**src/rtl/am29xx_slice.sv**
```systemverilog
// am29xx_slice: 4-bit Am2901-style ALU slice plus Am2909/Am2911-style
// microprogram sequencer slice. All outputs are combinational.
// Build option: define SEQ_OR_INPUTS_EN for Am2909 behaviour (AR loads from
// seq_rin, seq_orin ORed into seq_y); left undefined the sequencer behaves as
// an Am2911 (AR loads from seq_din, seq_rin/seq_orin ignored).
module am29xx_slice (
  input  logic       clock,
  input  logic       reset,
  input  logic [3:0] alu_din,
  input  logic [3:0] alu_a,
  input  logic [3:0] alu_b,
  input  logic [2:0] alu_src,
  input  logic [2:0] alu_op,
  input  logic [2:0] alu_dest,
  input  logic       alu_cin,
  output logic [3:0] alu_y,
  output logic       alu_cout,
  output logic       alu_f0,
  output logic       alu_f3,
  output logic       alu_ovr,
  input  logic       q0_in,
  input  logic       q3_in,
  input  logic       ram0_in,
  input  logic       ram3_in,
  output logic       q0_out,
  output logic       q3_out,
  output logic       ram0_out,
  output logic       ram3_out,
  input  logic [3:0] seq_din,
  input  logic [3:0] seq_rin,
  input  logic [3:0] seq_orin,
  input  logic       seq_s0,
  input  logic       seq_s1,
  input  logic       seq_zero_n,
  input  logic       seq_re_n,
  input  logic       seq_fe_n,
  input  logic       seq_pup,
  input  logic       seq_cin,
  output logic [3:0] seq_y,
  output logic       seq_cout
);

  localparam int unsigned W     = 4;
  localparam int unsigned DEPTH = 16;
  localparam int unsigned SDEPTH = 4;

  // ---------------- ALU state ----------------
  logic [W-1:0] ram [DEPTH];
  logic [W-1:0] q_reg;

  logic [W-1:0] a_data, b_data;
  logic [W-1:0] r_op, s_op, f;
  logic         cout, ovr;
  logic [W-1:0] ram_wdata, q_wdata;
  logic         ram_we, q_we;

  assign a_data = ram[alu_a];
  assign b_data = ram[alu_b];

  // Source operand selection (R,S)
  always_comb begin
    r_op = '0;
    s_op = '0;
    case (alu_src)
      3'd0: begin r_op = a_data;  s_op = q_reg;  end
      3'd1: begin r_op = a_data;  s_op = b_data; end
      3'd2: begin r_op = '0;      s_op = q_reg;  end
      3'd3: begin r_op = '0;      s_op = b_data; end
      3'd4: begin r_op = '0;      s_op = a_data; end
      3'd5: begin r_op = alu_din; s_op = a_data; end
      3'd6: begin r_op = alu_din; s_op = q_reg;  end
      default: begin r_op = alu_din; s_op = '0; end
    endcase
  end

  // ALU function; carry into bit 3 taken from a 3-bit partial sum for overflow
  logic [W-1:0] add_x, add_y;
  logic [W:0]   sum_full;
  logic [W-1:0] sum_low;

  always_comb begin
    add_x = r_op;
    add_y = s_op;
    case (alu_op)
      3'd1:    begin add_x = ~r_op; add_y = s_op;  end
      3'd2:    begin add_x = r_op;  add_y = ~s_op; end
      default: begin add_x = r_op;  add_y = s_op;  end
    endcase
    sum_full = {1'b0, add_x} + {1'b0, add_y} + 5'(alu_cin);
    sum_low  = {1'b0, add_x[2:0]} + {1'b0, add_y[2:0]} + 4'(alu_cin);
    f    = '0;
    cout = 1'b0;
    ovr  = 1'b0;
    case (alu_op)
      3'd0, 3'd1, 3'd2: begin
        f    = sum_full[W-1:0];
        cout = sum_full[W];
        ovr  = sum_low[3] ^ sum_full[W];
      end
      3'd3:    f = r_op | s_op;
      3'd4:    f = r_op & s_op;
      3'd5:    f = ~r_op & s_op;
      3'd6:    f = r_op ^ s_op;
      default: f = ~(r_op ^ s_op);
    endcase
  end

  // Destination decode: write enables, write data, Y mux and shift outputs
  always_comb begin
    ram_we    = 1'b0;
    q_we      = 1'b0;
    ram_wdata = f;
    q_wdata   = f;
    alu_y     = f;
    q0_out    = 1'b0;
    q3_out    = 1'b0;
    ram0_out  = 1'b0;
    ram3_out  = 1'b0;
    case (alu_dest)
      3'd0: q_we = 1'b1;
      3'd1: ;
      3'd2: begin ram_we = 1'b1; alu_y = a_data; end
      3'd3: ram_we = 1'b1;
      3'd4: begin
        ram_we    = 1'b1;
        q_we      = 1'b1;
        ram_wdata = {ram3_in, f[3:1]};
        q_wdata   = {q3_in, q_reg[3:1]};
        ram0_out  = f[0];
        q0_out    = q_reg[0];
      end
      3'd5: begin
        ram_we    = 1'b1;
        ram_wdata = {ram3_in, f[3:1]};
        ram0_out  = f[0];
      end
      3'd6: begin
        ram_we    = 1'b1;
        q_we      = 1'b1;
        ram_wdata = {f[2:0], ram0_in};
        q_wdata   = {q_reg[2:0], q0_in};
        ram3_out  = f[3];
        q3_out    = q_reg[3];
      end
      default: begin
        ram_we    = 1'b1;
        ram_wdata = {f[2:0], ram0_in};
        ram3_out  = f[3];
      end
    endcase
  end

  assign alu_cout = cout;
  assign alu_ovr  = ovr;
  assign alu_f0   = (f == '0);
  assign alu_f3   = f[3];

  // Register file and Q register; reset clears every word
  always_ff @(posedge clock) begin
    if (reset) begin
      for (int i = 0; i < int'(DEPTH); i++) ram[i] <= '0;
      q_reg <= '0;
    end else begin
      if (ram_we) ram[alu_b] <= ram_wdata;
      if (q_we)   q_reg <= q_wdata;
    end
  end

  // ---------------- Sequencer ----------------
  logic [W-1:0] upc, ar;
  logic [1:0]   sp, sp_inc, sp_dec;
  logic [W-1:0] stack [SDEPTH];
  logic [W-1:0] mux_out, ar_src, or_term;

  assign sp_inc = sp + 2'd1;
  assign sp_dec = sp - 2'd1;

`ifdef SEQ_OR_INPUTS_EN
  assign ar_src  = seq_rin;
  assign or_term = seq_orin;
`else
  logic unused_seq_inputs;
  assign unused_seq_inputs = ^{seq_rin, seq_orin};
  assign ar_src  = seq_din;
  assign or_term = '0;
`endif

  // Address source mux; stack top read before any same-cycle push lands
  always_comb begin
    mux_out = upc;
    case ({seq_s1, seq_s0})
      2'd0:    mux_out = upc;
      2'd1:    mux_out = ar;
      2'd2:    mux_out = stack[sp];
      default: mux_out = seq_din;
    endcase
  end

  assign seq_y    = (mux_out | or_term) & {W{seq_zero_n}};
  assign seq_cout = seq_cin & (seq_y == 4'hF);

  // uPC, AR and stack update; reset overrides all loads and stack ops
  always_ff @(posedge clock) begin
    if (reset) begin
      upc <= '0;
      ar  <= '0;
      sp  <= '0;
      for (int i = 0; i < int'(SDEPTH); i++) stack[i] <= '0;
    end else begin
      upc <= seq_y + 4'(seq_cin);
      if (!seq_re_n) ar <= ar_src;
      if (!seq_fe_n) begin
        if (seq_pup) begin
          sp            <= sp_inc;
          stack[sp_inc] <= upc;
        end else begin
          sp <= sp_dec;
        end
      end
    end
  end

endmodule

```
**config.mk**
```make
export PLATFORM = sky130hd
export DESIGN_NAME = am29xx_slice
export DESIGN_NICKNAME = d
export VERILOG_FILES = /design/src/rtl/am29xx_slice.sv
export SDC_FILE = /design/constraint.sdc
export NUM_CORES = 1
export LEC_CHECK = 0
export ABC_AREA = 0
export CAP_MARGIN = 5
export CORE_MARGIN = 2
export CORE_UTILIZATION = 45
export DETAILED_ROUTE_END_ITERATION = 7
export DONT_BUFFER_PORTS = 1
export GPL_ROUTABILITY_DRIVEN = 0
export PLACE_DENSITY_LB_ADDON = 0.12
export REMOVE_ABC_BUFFERS = 1
export SETUP_SLACK_MARGIN = 0.02
export SLEW_MARGIN = 20
export SYNTH_ARGS = -nofsm -noshare
export SYNTH_HDL_FRONTEND = slang
export SYNTH_SLANG_ARGS = --single-unit
```
**constraint.sdc**
```tcl
create_clock -name clock -period 6.5 [get_ports clock]
set_input_delay 1.3 -clock clock [delete_from_list [all_inputs] [get_ports clock]]
set_output_delay 1.3 -clock clock [all_outputs]
set_load 0.02 [all_outputs]
```
# After elaboration in Yosys (flattened, before gate mapping)

Memory sizes are Yosys's and may differ from the RTL's. A register that Yosys moved wholly into a read port is not among the register bits.
Cells that the tools add are included.

Register bits: 14
Memory bits (writable): 80
Input port bits: 47
Output and inout bits: 17
Word-level logic and storage cells: 96
Memories: 2

$add $sub $neg: 7
Equality and inequality tests: 21
Multiplexer cells: 34
Bitwise gates (word level): 10
Reductions and logical operators: 18

Memory list:

| name  | depth | width | rd ports | clocked after Yosys merged registers in | wr ports | RTL line | RTL |
|---|---|---|---|---|---|---|---|
| ram   | 16    | 4     | 2        | 0                                       | 16       | 48       | `logic [W-1:0] ram [DEPTH];` |
| stack | 4     | 4     | 1        | 1                                       | 4        | 172      | `logic [W-1:0] stack [SDEPTH];` |

Operator list:

| cell                                                | count |
|---|---|
| equality test 3 bit, second input constant          | 9 |
| two-way mux 4 bit                                   | 6 |
| one-hot mux 4 bit (2 select lines)                  | 3 |
| one-hot mux 4 bit (3 select lines)                  | 2 |
| one-hot mux 4 bit (5 select lines)                  | 1 |
| equality test 3 x 2 -> 1 bit, second input constant | 6 |
| two-way mux 1 bit                                   | 18 |
| bitwise AND 4 bit                                   | 3 |
| inverter 4 bit                                      | 3 |
| OR reduction 3 bit                                  | 4 |
| OR reduction 4 bit                                  | 3 |
| OR reduction 2 bit                                  | 5 |
| equality test 3 x 1 -> 1 bit, second input constant | 3 |
| logical NOT 3 bit                                   | 3 |
| adder 4 x 1 -> 4 bit                                | 2 |
| two-way mux 2 bit                                   | 4 |
| OR reduction 6 bit                                  | 1 |
| adder 4 x 4 -> 5 bit                                | 1 |
| adder 5 x 1 -> 5 bit                                | 1 |
| adder 3 x 3 -> 4 bit                                | 1 |
| equality test 4 bit, second input constant          | 1 |
| logical NOT 4 bit                                   | 1 |
| bitwise OR 4 bit                                    | 1 |
| bitwise XOR 4 bit                                   | 1 |
| other kinds (7)                                     | 7 |

# Depth between registers and ports, before layout

Depth after elaboration: 10
Mapped depth: 19
Depth with buffers taken out: 15

# Worst setup path before layout

OpenSTA, ideal clock, no wires.

Kind: input-to-output
Start point: in alu_a[0]
End point: out alu_f0
Arrival: 4.934 ns
Required time: 5.200 ns
Setup slack: 0.266 ns
Stages: 14
Buffers on the path: 1
Path through: buf_2 > mux4_2 > nand2b_1 > and3_1 > or2_2 > a21boi_0 > xnor2_1 > ha_1 > nor2b_1 > o21ai_0 > a211o_1 > o221a_2 > o31ai_2 > nor4_1

Word-level cells in the longest chain between the ends: 8
Elaborated cells on any way between the ends: 16
Classes of those cells: add/sub (2); mux (5); bitwise (7); reduce/logical (1); memory (1)

RTL lines:

| element                                                                                  | RTL line    | RTL |
|---|---|---|
| from (decl)                                                                              | 10          | `input logic [3:0] alu_a,` |
| memory (16 x 4 bit) *                                                                    | -           |  |
| one-hot mux 4 bit (3 select lines) or one-hot mux 4 bit (2 select lines) (tied branches) | 64          | `case (alu_src)` |
| inverter 4 bit, on equally long branches                                                 | 86, 85, 102 |  |
| two-way mux 4 bit                                                                        | 84          | `case (alu_op)` |
| adder 4 x 4 -> 5 bit                                                                     | 89          | `sum_full = {1'b0, add_x} + {1'b0, add_y} + 5'(alu_cin);` |
| adder 5 x 1 -> 5 bit                                                                     | 89          |  |
| one-hot mux 4 bit (5 select lines) *                                                     | 94          | `case (alu_op)` |
| net alu_f3                                                                               | 19          | `output logic alu_f3,` |
| logical NOT 4 bit *                                                                      | 155         | `assign alu_f0 = (f == '0);` |
| to (decl)                                                                                | 18          | `output logic alu_f0,` |

The timed path passes the listed nets; every way through them passes the cells marked *.

# Worst setup path after layout

Start point: in alu_a[1]
End point: out alu_f0

Word-level cells in the longest chain between the ends: 8
Elaborated cells on any way between the ends: 16
Classes of those cells: add/sub (2); mux (5); bitwise (7); reduce/logical (1); memory (1)

RTL lines:

| element                                                                                  | RTL line |
|---|---|
| memory (16 x 4 bit) *                                                                    | - |
| one-hot mux 4 bit (3 select lines) or one-hot mux 4 bit (2 select lines) (tied branches) | 64 |
| inverter 4 bit, on equally long branches                                                 | 86, 85, 102 |
| two-way mux 4 bit                                                                        | 84 |
| adder 4 x 4 -> 5 bit                                                                     | 89 |
| adder 5 x 1 -> 5 bit                                                                     | 89 |
| one-hot mux 4 bit (5 select lines) *                                                     | 94 |
| logical NOT 4 bit *                                                                      | 155 |

Every way passes the cells marked *; elsewhere a longest branch is shown, timed or not.

==> summary.txt <==
Logic synthesis
  – EDFF count, synth: 80
  – Syn avg cell area: 10.69 µm²
  – Syn Std Cell Area: 6233 µm²
  – Top FF cell, synth: edfxtp_1
  – Sequential share of the synthesized area: 43.68%
  – Ys async rst share: 0%
  – Gate Count Post-Synth: 583
  – FF+latch count, synth: 96
  – Synth unique cells: 72
  – Synth warn: 0

Floorplan
  – Die H: 121.7 µm
  – Total core area: 13720 µm²
  – I/O pins: 64
  – Die footprint: 14810 µm²
  – Row cnt: 43
  – Initial Util: 45.44%
  – Die width: 121.7 µm

Detailed routing
  – Post-route DRC: 0
  – TritonRoute pass-1 iters: 5
  – DR vias: 4537
  – Drt via density: 6.033
  – Routed WL: 16070 µm
  – Initial DRC Count: 318
  – Antenna-violating nets left: 0
  – WL per Instance: 21.36 µm

Finish
  – # nets final: 625
  – Number of diodes: 0
  – Largest register FFs: 64
  – Filler instances: 1245
  – Largest Register: ram
  – Layout cell share with drive strength beyond 1: 13.46%
  – Layout area overhead: 6.002%
  – Biggest regs: ram x64, stack x16
  – Most frequent cells in the layout: nor2_1, edfxtp_1, nand2_1
  – Commonest non-fill, non-tap cell in the layout: nor2_1

CTS
  – H-tree depth: 3
  – Hold-fix buffers at CTS: 0
  – CTS tree: yes
  – Clock root buffer: clkbuf_16
  – Number of post-CTS setup repair buffers: 0
  – CTS Buffer Depth: 2
  – Worst-Skew Late Latency: 0.35 ns
  – Clk sinks: 96
  – Post-CTS sizing: 0
  – Inserted Clock Buffers: 9
  – Clk pin slew, worst setup/hold paths: 0.07 ns

Global route
  – Global route total overflow: 0
  – Number of global-route vias before repair: 4448
  – All-Layer GR Usage: 22.75%
  – Initial antenna violation count: 0
  – First-pass GRT wire length: 25000 µm
  – Largest net degree at the start of global routing: 41

STA
  – Relative slew slack: 34.97%
  – Max Transition Viols Final: 0
  – Worst-margin pin slew: 0.9696 ns
  – Final number of setup-violating endpoints: 0
  – Fin crit period: 6.199 ns
  – Crit share post-route: 95.37%
  – Final worst setup slack: 0.3008 ns
  – Clock Skew: 0.008315 ns
  – Final hold violations: 0
  – Setup TNS: 0 ns
  – RSZ-0062 raised after global routing: no
  – Fmax: 0.1613 GHz

Worst setup path
  – Crit end category: output pin
  – WP data required: 5.20 ns
  – Worst Path Max Fanout: 18
  – WS Path Type: input port to output pin
  – Setup crit start kind: input port
  – R2R setup slack: 2.03 ns
  – Arrival @ worst endpoint: 4.90 ns

Placed design
  – Post-DP HPWL: 12020 µm
  – Pre-CTS setup slack: 0.2384 ns
  – Port Buffers: 0

Power
  – P_sw: 0.0004744 W
  – Leakage Power: 2.525 nW
  – Sw Share: 30.04%
  – Pint: 0.001105 W
  – Reg power frac: 45.8%
  – Clock share of power: 32.5%
  – Combinational Power Share: 21.6%
  – Max VDD drop: 0.1037 mV
  – Pwr Density: 239.0 nW/µm²

Outcome
  – Status: finished clean

Flow run
  – Max-Cap Viols: 0

Worst hold path
  – Worst min-delay path category: flip-flop to flip-flop
-- stage by stage --
step           hold WS [ns]  util, %  instance area, µm²  total power, W  instances
6_report             0.5106    48.16                6608        0.001579        752
5_1_grt              0.5278    48.16                6608        0.001649        752
4_1_cts              0.5115    48.16                6608        0.001593        752
3_5_place_dp         0.4910    46.06                6319        0.001078        736
3_3_place_gp         0.4725    46.06                6319        0.001071        736
2_1_floorplan        0.4576        -                6056       0.0009836        551
-- power by group through the flow --
stage	logic, W	registers (W)	clock network [W]
floorplan	0.000261	0.000722	0
global placement	0.000335	0.000736	0
detailed placement	0.000341	0.000737	0
CTS	0.000344	0.000723	0.000526
global route	0.000373	0.000727	0.000549
finish	0.000342	0.000724	0.000514
-- logic make-up after synthesis --
family          after synthesis  share of synthesized area [%]
fa+ha+maj                    11                          2.449
xor+xnor                     20                          2.810
simple gates                255                          19.89
mux                          71                          16.60
compound gates               88                          11.12
buf+inv                      42                          3.452
flops                        96                          43.68
-- per-layer routing --
metal | share of wire, % | wire (µm) | GRT usage, % | vias up
li1 | - | - | - | 2115
met1 | 44 | 7028 | 30.85 | 2250
met2 | 48 | 7743 | 36.69 | 148
met3 | 5.8 | 928 | 4.448 | 24
met4 | 2.3 | 365 | 7.830 | 0
met5 | 0 | 0 | 0 | -
-- cell usage after synthesis (3+ instances only) --
library cell / number / area [µm²]
nor2_2: 10 / 62.56
nor3_1: 7 / 35.03
ha_1: 9 / 112.6
a31oi_1: 3 / 18.77
xnor2_1: 12 / 105.1
mux4_1: 5 / 131.4
mux2_2: 11 / 123.9
o22ai_1: 4 / 25.02
mux4_2: 18 / 405.4
and3_1: 4 / 25.02
and4_1: 5 / 43.79
a21o_1: 7 / 52.55
xor2_1: 8 / 70.07
nor2_1: 100 / 375.4
buf_1: 3 / 11.26
dfxtp_1: 16 / 320.3
a22oi_1: 8 / 60.06
nor4_1: 3 / 18.77
or2_2: 4 / 25.02
clkbuf_1: 14 / 52.55
o21a_1: 4 / 30.03
mux2i_1: 36 / 360.4
nand2b_1: 22 / 137.6
buf_2: 7 / 35.03
edfxtp_1: 80 / 2402
o21ai_0: 11 / 55.05
a22o_1: 4 / 35.03
a211o_1: 4 / 35.03
buf_4: 4 / 30.03
nand2_1: 45 / 168.9
nand3_1: 12 / 60.06
and2_1: 18 / 112.6
a21oi_1: 14 / 70.07
inv_1: 10 / 37.54
a21boi_0: 3 / 22.52
nor2b_1: 14 / 87.58
buf_6: 3 / 33.78
-- worst paths after layout --
kind	cells past startpoint	to	start
setup reg to reg	14	ram[1][2]	ram[2][0]
hold / removal	2	ar[1]	ar[1]
hold reg to reg	2	ar[1]	ar[1]
setup / recovery	14	alu_f0	alu_a[1]
-- final cells by class --
type,instances,area (µm²),area share [%]
clock inverters,6,60.06,0.9089
well taps,180,225.2,3.408
repair buffers,5,37.54,0.5681
clock buffers,10,229.0,3.465
inverters,10,37.54,0.5681
flip-flops and latches,96,2723,41.20
multi-input cells,445,3296,49.88
-- critical path: stages --
cell and delay [ns]:
mux4_1 0.52, o22ai_1 0.17, o22ai_1 0.19, a211o_1 0.40
xnor2_1 0.16, fa_1 0.43, inv_1 0.09, fa_1 0.41
a21oi_1 0.16, nor2_1 0.05, a31oi_1 0.24, o21ai_1 0.25
nor4_1 0.32, buf_4 0.20
(Power assumes the default switching activity.)
